$ cat config.mk
export PLATFORM = sky130hd
export DESIGN_NAME = pipeline_hazard_ctrl
export DESIGN_NICKNAME = d
export VERILOG_FILES = /design/src/rtl/pipeline_hazard_ctrl.sv
export SDC_FILE = /design/constraint.sdc
export NUM_CORES = 1
export LEC_CHECK = 0
export ABC_AREA = 1
export BUFFER_PORTS_ARGS = -buffer_cell sky130_fd_sc_hd__buf_2
export CORE_ASPECT_RATIO = 1.4
export CORE_MARGIN = 2
export CORE_UTILIZATION = 48
export DETAILED_ROUTE_END_ITERATION = 16
export GPL_ROUTABILITY_DRIVEN = 1
export PLACE_DENSITY_LB_ADDON = 0.15
export SYNTH_ARGS = -nofsm -noshare
export SYNTH_HDL_FRONTEND = slang
export SYNTH_SLANG_ARGS = --single-unit
$ cat constraint.sdc
create_clock -name clk -period 4.55 [get_ports clk]
set_input_delay 0.2275 -clock clk [delete_from_list [all_inputs] [get_ports clk]]
set_output_delay 0.2275 -clock clk [all_outputs]
set_load 0.05 [all_outputs]
$ cat src/rtl/pipeline_hazard_ctrl.sv
// pipeline_hazard_ctrl: enables/flushes for the IF/ID, ID/EX, EX/MEM and MEM/WB
// pipeline registers and the PC. Handles load-use bubbles, redirects resolved in
// MEM, and multi-cycle data-memory accesses with a timeout watchdog.
// Optional build macro: HAZARD_PERF_CNT_EN enables the three performance counters;
// without it the counter outputs are tied to zero and no counter flops exist.
module pipeline_hazard_ctrl #(
    parameter int REG_ADDR_W  = 5,
    parameter int MEM_TIMEOUT = 255,
    parameter int CNT_W       = 32
) (
    input  logic                  clk,
    input  logic                  arst_n,
    input  logic                  id_ex_memread,
    input  logic [REG_ADDR_W-1:0] id_ex_rd,
    input  logic [REG_ADDR_W-1:0] if_id_rs1,
    input  logic [REG_ADDR_W-1:0] if_id_rs2,
    input  logic                  ex_mem_redirect,
    input  logic                  mem_req,
    input  logic                  mem_ack,
    output logic                  pc_en,
    output logic                  if_id_en,
    output logic                  id_ex_en,
    output logic                  ex_mem_en,
    output logic                  mem_wb_en,
    output logic                  if_id_flush,
    output logic                  id_ex_flush,
    output logic                  ex_mem_flush,
    output logic                  mem_err,
    output logic [CNT_W-1:0]      stall_cycles,
    output logic [CNT_W-1:0]      flush_events,
    output logic [CNT_W-1:0]      load_use_events
);

    localparam logic [1:0] ST_RUN  = 2'd0;
    localparam logic [1:0] ST_WAIT = 2'd1;
    localparam logic [1:0] ST_ERR  = 2'd2;

    // The watchdog limit widened by one bit so the incremented count cannot wrap.
    localparam logic [16:0] TMO_LIMIT = 17'(MEM_TIMEOUT);

    logic [1:0]  state_q, state_d;
    logic [15:0] tmo_q, tmo_d;
    logic        mem_err_q, mem_err_d;
    logic [16:0] tmo_inc;
    logic        load_use;
    logic        run_eval;

    assign load_use = id_ex_memread && (id_ex_rd != '0) &&
                      ((id_ex_rd == if_id_rs1) || (id_ex_rd == if_id_rs2));
    assign tmo_inc  = {1'b0, tmo_q} + 17'd1;
    assign mem_err  = mem_err_q;

    // Next-state logic and combinational enable/flush generation.
    always_comb begin
        // NOTE: every output of this block gets a default first, so no path leaves one unassigned and no latch is inferred.
        state_d      = state_q;
        tmo_d        = tmo_q;
        mem_err_d    = mem_err_q;
        run_eval     = 1'b0;
        pc_en        = 1'b1;
        if_id_en     = 1'b1;
        id_ex_en     = 1'b1;
        ex_mem_en    = 1'b1;
        mem_wb_en    = 1'b1;
        if_id_flush  = 1'b0;
        id_ex_flush  = 1'b0;
        ex_mem_flush = 1'b0;

        case (state_q)
            ST_RUN: begin
                if (mem_req && !mem_ack) begin
                    {pc_en, if_id_en, id_ex_en, ex_mem_en, mem_wb_en} = '0;
                    state_d = ST_WAIT;
                    tmo_d   = 16'd1;
                end else begin
                    run_eval = 1'b1;
                end
            end
            ST_WAIT: begin
                if (mem_ack) begin
                    // Ack beats timeout; the ack cycle services redirect/load-use.
                    state_d  = ST_RUN;
                    tmo_d    = '0;
                    run_eval = 1'b1;
                end else begin
                    {pc_en, if_id_en, id_ex_en, ex_mem_en, mem_wb_en} = '0;
                    if (tmo_inc >= TMO_LIMIT) begin
                        state_d   = ST_ERR;
                        mem_err_d = 1'b1;
                    end else begin
                        tmo_d = tmo_inc[15:0];
                    end
                end
            end
            default: begin
                // MEM_ERR (and any illegal encoding) freezes the pipeline until reset.
                {pc_en, if_id_en, id_ex_en, ex_mem_en, mem_wb_en} = '0;
            end
        endcase

        if (run_eval) begin
            if (ex_mem_redirect) begin
                // A load-use in the same cycle is moot: its instruction is flushed.
                {if_id_flush, id_ex_flush, ex_mem_flush} = 3'b111;
            end else if (load_use) begin
                pc_en       = 1'b0;
                if_id_en    = 1'b0;
                id_ex_flush = 1'b1;
            end
        end

        // While reset is held the pipeline registers free-run with no flushes.
        if (!arst_n) begin
            {pc_en, if_id_en, id_ex_en, ex_mem_en, mem_wb_en} = '1;
            {if_id_flush, id_ex_flush, ex_mem_flush}          = '0;
        end
    end

    // FSM state, watchdog count and sticky error flag.
    always_ff @(posedge clk) begin
        // NOTE: non-blocking assignments keep every flop sampling pre-edge values regardless of statement order.
        if (!arst_n) begin
            state_q   <= ST_RUN;
            tmo_q     <= '0;
            mem_err_q <= 1'b0;
        end else begin
            state_q   <= state_d;
            tmo_q     <= tmo_d;
            mem_err_q <= mem_err_d;
        end
    end

`ifdef HAZARD_PERF_CNT_EN
    logic [CNT_W-1:0] stall_cycles_q, stall_cycles_d;
    logic [CNT_W-1:0] flush_events_q, flush_events_d;
    logic [CNT_W-1:0] load_use_events_q, load_use_events_d;

    // Counter increments derived from the serviced enables/flushes; all wrap.
    always_comb begin
        stall_cycles_d    = stall_cycles_q;
        flush_events_d    = flush_events_q;
        load_use_events_d = load_use_events_q;
        if (!pc_en && (state_q != ST_ERR)) stall_cycles_d    = stall_cycles_q + CNT_W'(1);
        if (if_id_flush)                   flush_events_d    = flush_events_q + CNT_W'(1);
        if (id_ex_flush && !if_id_flush)   load_use_events_d = load_use_events_q + CNT_W'(1);
    end

    // Performance counter registers.
    always_ff @(posedge clk) begin
        if (!arst_n) begin
            stall_cycles_q    <= '0;
            flush_events_q    <= '0;
            load_use_events_q <= '0;
        end else begin
            stall_cycles_q    <= stall_cycles_d;
            flush_events_q    <= flush_events_d;
            load_use_events_q <= load_use_events_d;
        end
    end

    assign stall_cycles    = stall_cycles_q;
    assign flush_events    = flush_events_q;
    assign load_use_events = load_use_events_q;
`else
    assign stall_cycles    = '0;
    assign flush_events    = '0;
    assign load_use_events = '0;
`endif

endmodule

==> out/results.txt, run 1 <==
Ports: 126
Rows: 28
Layout area overhead: -7.21%
Post-place instance area: 1930 µm²
Worst Hold Path EP: tmo_q[4]
Die ar.: 5000 µm²
DRT antenna net count: 0
DR iter-0 viols: 22
Period minus WS final: 2.26 ns
Seq/Total Area, Yosys: 0.178
Worst skew pair latency: 0.26 ns
Area of the core: 4240 µm²
Register-to-Register Path Depth: 14
CP Max Fanout: 15
Initial Utilization: 0.503
Pins Over Slew Limit: 0
WL/cell: 9.48 µm
I/O Buffers: 29
Clock slew at reported path FFs: 0.07 ns
Cts bufs inserted: 3
Total negative slack: 0 ns
Mux contribution to synthesized area: 0
Yosys warning count: 0
Outcome: finished clean
Rel. slew slack: 0.651
Syn Inst Count: 319
Routed via count: 1625
Die H: 82.9 µm
Worst Hold Class: in2reg
First-pass GRT wire length: 5.68 mm
Max Cap Viol: 0
Drt total wl: 3.82 mm
Final Cell Area: 1980 µm²
Worst Setup Start Kind: flop
HP Start: arst_n
Clk root buf: clkbuf_8
Xor/xnor share of the synthesized area: 0.0452
Synthesized-area fraction occupied by ao, oa, aoi and oai cells: 0.0674
Syn_area_per_cell: 6.69 µm²
#FFs+latches synth: 19
Unrepaired setup endpoints after global routing: false
Total power: 565 µW
Final hold viol count: 0
Worst-Margin Slew: 0.520 ns
Tcrit/Tclk final: 0.497
Vias per std cell: 4.03
CTS tree: done
Postcts setup bufs: 0
Clock Path Buffers: 2
Clock Skew: 0.00225 ns
Peak supply drop: 0.113 mV
Crit Reg-Reg Startpoint: tmo_q[0]
Synth cell types: 29
Flop2flop setup slack: 2.29 ns
Nets: 367
Hold Path Depth: 3
Fillers: 462
Diode count: 0
WHS: 0.249 ns
Max H-tree Level: 1
Grt ovf: 0
Post-Synth Simple-Gate Area: 0.286
Max Fclk: 0.443 GHz
First-pass iteration count of the detailed router: 4
Adder-cell share of the synthesized area: 0.0117
PwrDens: 286 nW/µm²
DRC: 0
Syn Std Cell Area: 2130 µm²
Post-DP HPWL: 3.17 mm
Setup crit end kind: flop
Gpl congestion: 0.801
# hold bufs at CTS: 0
Critical path class: reg2reg
Overall Global Routing Usage: 0.145
Largest family of logic cells by synthesized area: buffers and inverters
Clk sink count: 19
Vias in the first global route: 1347
Leakage: 1.00 nW
WP data required: 4.68 ns
Layout cells sized above 1: 0.143
Die Width: 60.3 µm
Initial antenna violation count: 0
Largest net degree at the start of global routing: 19
Core Util, Final: 0.467
CP arrival: 2.39 ns
Final setup fails: 0
Post_cts resized: 0
R2r endpoint: tmo_q[2]
## layout make-up
| class | instances | area (µm²) | share of cell area |
|---|---|---|---|
| multi-input combinational | 265 | 1240 | 0.625 |
| sequential | 19 | 380 | 0.192 |
| timing repair buffer | 29 | 145 | 0.0733 |
| inverter | 26 | 97.6 | 0.0493 |
| tap | 60 | 75.1 | 0.0379 |
| clock buffer | 4 | 45.0 | 0.0228 |
## cells in the mapped netlist
| cell type | count | area share |
|---|---|---|
| dfxtp_1 | 19 | 0.18 |
| nor3_1 | 1 | 0.0023 |
| nand3_2 | 1 | 0.0047 |
| nor2_1 | 31 | 0.055 |
| nand4_1 | 7 | 0.021 |
| nand2_1 | 58 | 0.10 |
| or2_2 | 1 | 0.0029 |
| xor2_1 | 7 | 0.029 |
| xnor2_1 | 4 | 0.016 |
| inv_1 | 25 | 0.044 |
| buf_6 | 1 | 0.0053 |
| buf_2 | 2 | 0.0047 |
| clkbuf_1 | 1 | 0.0018 |
| nand3b_1 | 1 | 0.0035 |
| clkinv_1 | 1 | 0.0018 |
| o21ai_0 | 5 | 0.012 |
| o41ai_1 | 1 | 0.0041 |
| ha_1 | 2 | 0.012 |
| o21bai_1 | 3 | 0.011 |
| a21oi_1 | 15 | 0.035 |
| nand3_1 | 15 | 0.035 |
| nand2_2 | 4 | 0.012 |
| nand2_4 | 3 | 0.016 |
| conb_1 | 1 | 0.0018 |
| buf_4 | 100 | 0.35 |
| nor2_2 | 4 | 0.012 |
| nor2_4 | 4 | 0.021 |
| o21a_1 | 1 | 0.0035 |
| o21ai_1 | 1 | 0.0023 |
## cells by family after synthesis
group / count (synthesis)
other: 1
AO/OA/AOI/OAI: 26
AND/OR/NAND/NOR: 130
buffers and inverters: 130
XOR/XNOR: 11
adder cells (fa/ha/maj): 2
flip-flops: 19
## sequential cells by signal, indices dropped and copies added (netlist names)
register	cells
state_q	2
tmo_q	16
mem_err	1
## cell usage in the layout (no fill, tap or decap)
cell type	Yosys	routed
nand2_2	4	4
buf_2	2	29
nand3b_1	1	1
nor2_2	4	4
nand2_4	3	3
xnor2_1	4	4
a21oi_1	15	15
nor2_1	31	31
nand4_1	7	7
nor3_1	1	1
inv_1	25	25
o21ai_0	5	5
nand3_1	15	15
clkinv_1	1	1
dfxtp_1	19	19
nand2_1	58	58
xor2_1	7	7
clkbuf_1	1	1
o21ai_1	1	1
or2_2	1	1
conb_1	1	96
o21bai_1	3	3
o41ai_1	1	1
clkbuf_8	0	3
o21a_1	1	1
ha_1	2	2
nor2_4	4	4
nand3_2	1	1
## worst max-delay path by stage
stage / startpoint / endpoint / slack, ns / cells past startpoint
finish: tmo_q[0] / tmo_q[2] / 2.29 / 14
global route: tmo_q[0] / tmo_q[2] / 2.06 / 14
CTS: tmo_q[0] / tmo_q[2] / 2.29 / 14
detailed placement: tmo_q[0] / tmo_q[5] / 2.35 / 14
global placement: tmo_q[0] / tmo_q[3] / 2.41 / 14
floorplan: state_q[0] / pc_en / 2.54 / 7
## worst max-delay path, stage by stage, from the launching register on
cell and delay, ns:
dfxtp_1 0.48, ha_1 0.25, nand2_1 0.10, nor2_4 0.19
nand3_2 0.11, nand2_1 0.08, nand2_1 0.05, nor2_1 0.12
nand2_1 0.08, nor2_2 0.17, nand2_4 0.09, nand2_4 0.10
nand2_4 0.13, nand2_1 0.11, a21oi_1 0.06
## report_power, final
part / leakage [nW] / switching, mW / internal, mW
Sequential: 0.154 / 0.00641 / 0.170
Clock: 0.0228 / 0.0563 / 0.0623
Combinational: 0.825 / 0.240 / 0.0297
## layer usage
layer	wire length, µm	vias up	track usage
met5	0	-	0
met4	41	0	0.0485
met3	280	4	0.0171
met2	2150	66	0.292
met1	1350	710	0.139
li1	-	845	-
## metrics by stage
stage,worst slack (ns),instances
6_report,2.29,403
3_5_place_dp,2.35,399
4_1_cts,2.29,403
5_1_grt,2.06,403
3_3_place_gp,2.41,399
2_1_floorplan,2.54,414
(Power assumes the default switching activity.)
==> run 2, diff against run 1 <==
--- a/config.mk
+++ b/config.mk
@@ -9,7 +9,7 @@
 export BUFFER_PORTS_ARGS = -buffer_cell sky130_fd_sc_hd__buf_2
 export CORE_ASPECT_RATIO = 1.4
 export CORE_MARGIN = 2
-export CORE_UTILIZATION = 48
+export CORE_UTILIZATION = 40
 export DETAILED_ROUTE_END_ITERATION = 16
 export GPL_ROUTABILITY_DRIVEN = 1
 export PLACE_DENSITY_LB_ADDON = 0.15
==> constraint.sdc (replaced) <==
create_clock -name clk -period 1.83 [get_ports clk]
set_input_delay 0.0915 -clock clk [delete_from_list [all_inputs] [get_ports clk]]
set_output_delay 0.0915 -clock clk [all_outputs]
set_load 0.05 [all_outputs]
==> out/results.txt, run 2 (synthesis gave the netlist of run 1 again) <==
WHS: 0.0928 ns (-0.156 ns)
Initial Utilization: 0.414 (-0.0897)
Final setup fails: 19 (+19)
Biggest register: tmo_q
WP data required: 1.98 ns (-2.70 ns)
Ports: 126 (unchanged)
Max Cap Viol: 0 (unchanged)
Peak supply drop: 0.315 mV (+180%)
Area of the core: 5160 µm² (+22%)
Post-DP HPWL: 3.38 mm (+6.6%)
FF/Latch Area: 389 µm² (+2.3%)
Total negative slack: -2.65 ns (-2.65 ns)
CTS tree: done
CP arrival: 2.15 ns (-0.24 ns)
Clock Skew: 0.00192 ns (-0.000334 ns)
Drt total wl: 4.22 mm (+10%)
Clock Path Buffers: 2 (unchanged)
Worst-Margin Slew: 0.969 ns (+0.449 ns)
Commonest non-fill, non-tap cell in the layout: conb_1
Failing checks: setup timing
# hold bufs at CTS: 0 (unchanged)
Die ar.: 5940 µm² (+19%)
Core Util, Final: 0.443 (-0.0236)
WL/cell: 9.72 µm (+2.5%)
Worst Setup Start Kind: flop
Period minus WS final: 2.00 ns (-0.255 ns)
Largest net degree at the start of global routing: 18 (-1)
Max incr delay on CP: 0.41 ns (-0.07 ns)
Fin cells: 434 (+7.7%)
Final hold viol count: 0 (unchanged)
Setup crit end kind: flop
I/O Buffers: 29 (unchanged)
Clock slew at reported path FFs: 0.07 ns (about the same)
Grt ovf: 0 (unchanged)
Routed via count: 1751 (+7.8%)
Layout cells sized above 1: 0.261 (+0.118)
Rows: 31 (+11%)
Number of flip-flops in the largest register: 16 (unchanged)
Rel. slew slack: 0.354 (-0.297)
CP delay by family, top: simple AND/OR/NAND/NOR gates
Overall Global Routing Usage: 0.125 (-0.0199)
Vias in the first global route: 1363 (+1.2%)
Max H-tree Level: 1 (unchanged)
CP Max Fanout: 8 (-7)
Multi-input gate area: 1350 µm² (+8.8%)
Pins Over Slew Limit: 0 (unchanged)
Nets: 392 (+6.8%)
Worst Hold Class: in2reg
Tcrit/Tclk final: 1.09 (+0.598)
First-pass GRT wire length: 5.96 mm (+5.0%)
Cts bufs inserted: 3 (unchanged)
DRT antenna net count: 0 (unchanged)
Critical path class: reg2reg
DR iter-0 viols: 26 (+18%)
Die H: 90.4 µm (+9.1%)
DRC: 0 (unchanged)
Worst skew pair latency: 0.26 ns (about the same)
Unrepaired setup endpoints after global routing: true
Die Width: 65.7 µm (+8.9%)
Final worst setup slack: -0.174 ns (-2.46 ns)
Crit-path cells: ha_4 -> nand2_4 -> nor2_4 -> nand3_2 -> nand2_1 -> nand2_1 -> nand3b_1 -> nor2_4 -> nand2_4 -> nand2_4 -> nand2_8 -> nand2_1 -> a21oi_1
Diode count: 0 (unchanged)
Clk sink count: 19 (unchanged)
Final Cell Area: 2290 µm² (+16%)
Initial antenna violation count: 0 (unchanged)
Most frequent cells in the layout: conb_1 (96), nand2_1 (52), nor2_1 (28), buf_2 (28), buf_4 (24)
Vias per std cell: 4.03 (about the same)
Gpl congestion: 0.751 (-6.2%)
Fillers: 558 (+21%)
Max Fclk: 0.499 GHz (+13%)
Worst path slowest cell: dfxtp_4
Layout area overhead: 7.21%
DP Cell Count: 425 (+6.5%)
CP bufs+invs: 0 (unchanged)
Clk root buf: clkbuf_8
Outcome: complete, but fails checks
PwrDens: 638 nW/µm² (+120%)
Post-place instance area: 2130 µm² (+10%)
Leakage: 1.15 nW (+15%)
First-pass iteration count of the detailed router: 5 (+1)
run 2: cell count changes in the layout (fill, tap and decap cells not counted), moves of 3 or more:
cell	previous run	this run
buf_4	0	24
dfxtp_1	19	16
nand2_1	58	52
nand2_2	4	9
nor2_1	31	28
run 2: final cells by class:
| class | count | area share |
|---|---|---|
| repair buffers | 53 | 0.143 |
| multi-input cells | 266 | 0.588 |
| flip-flops and latches | 19 | 0.170 |
| well taps | 66 | 0.0361 |
| inverters | 26 | 0.0427 |
| clock buffers | 4 | 0.0197 |
run 2: timing repair:
item                                    in CTS  in global routing
endpoints found under the setup margin      19                 24
hold endpoints to repair                     0                  0
gates resized for setup                      3                 19
pin swaps                                    4                 16
buffers inserted                             1                  3
gates cloned                                 0                  1
run 2: worst register-to-register path, delay by kind of cell, from the launching register on:
| kind | cells | cell delay (ns) |
|---|---|---|
| simple gates | 11 | 1.25 |
| fa+ha+maj | 1 | 0.17 |
| flops | 1 | 0.41 |
| compound gates | 1 | 0.06 |
run 2: layer usage:
metal  routed length, µm  GRT usage
met1                1500      0.122
met2                2380      0.255
met3                 283     0.0162
met4                  55     0.0382
met5                   0          0
run 2: path summary, 6_finish.rpt:
check	from	to	slack [ns]	cells after the start
worst max-delay path	tmo_q[1]	tmo_q[1]	-0.17	13
worst min-delay path	arst_n	tmo_q[4]	0.09	3
worst max register to register	tmo_q[1]	tmo_q[1]	-0.17	13
worst min register to register	mem_err	mem_err	0.46	2
run 2: power by group:
part	switching [mW]	total, mW	internal, mW
clock	0.147	0.302	0.155
sequential	0.0144	0.439	0.424
combinational	0.621	0.718	0.0965
run 2: stage by stage:
stage | total power, mW | worst slack (ns)
finish | 1.46 | -0.174
global route | 1.53 | -0.288
CTS | 1.46 | -0.111
detailed placement | 1.14 | -0.146
global placement | 1.14 | -0.124
floorplan | 1.24 | -0.00499
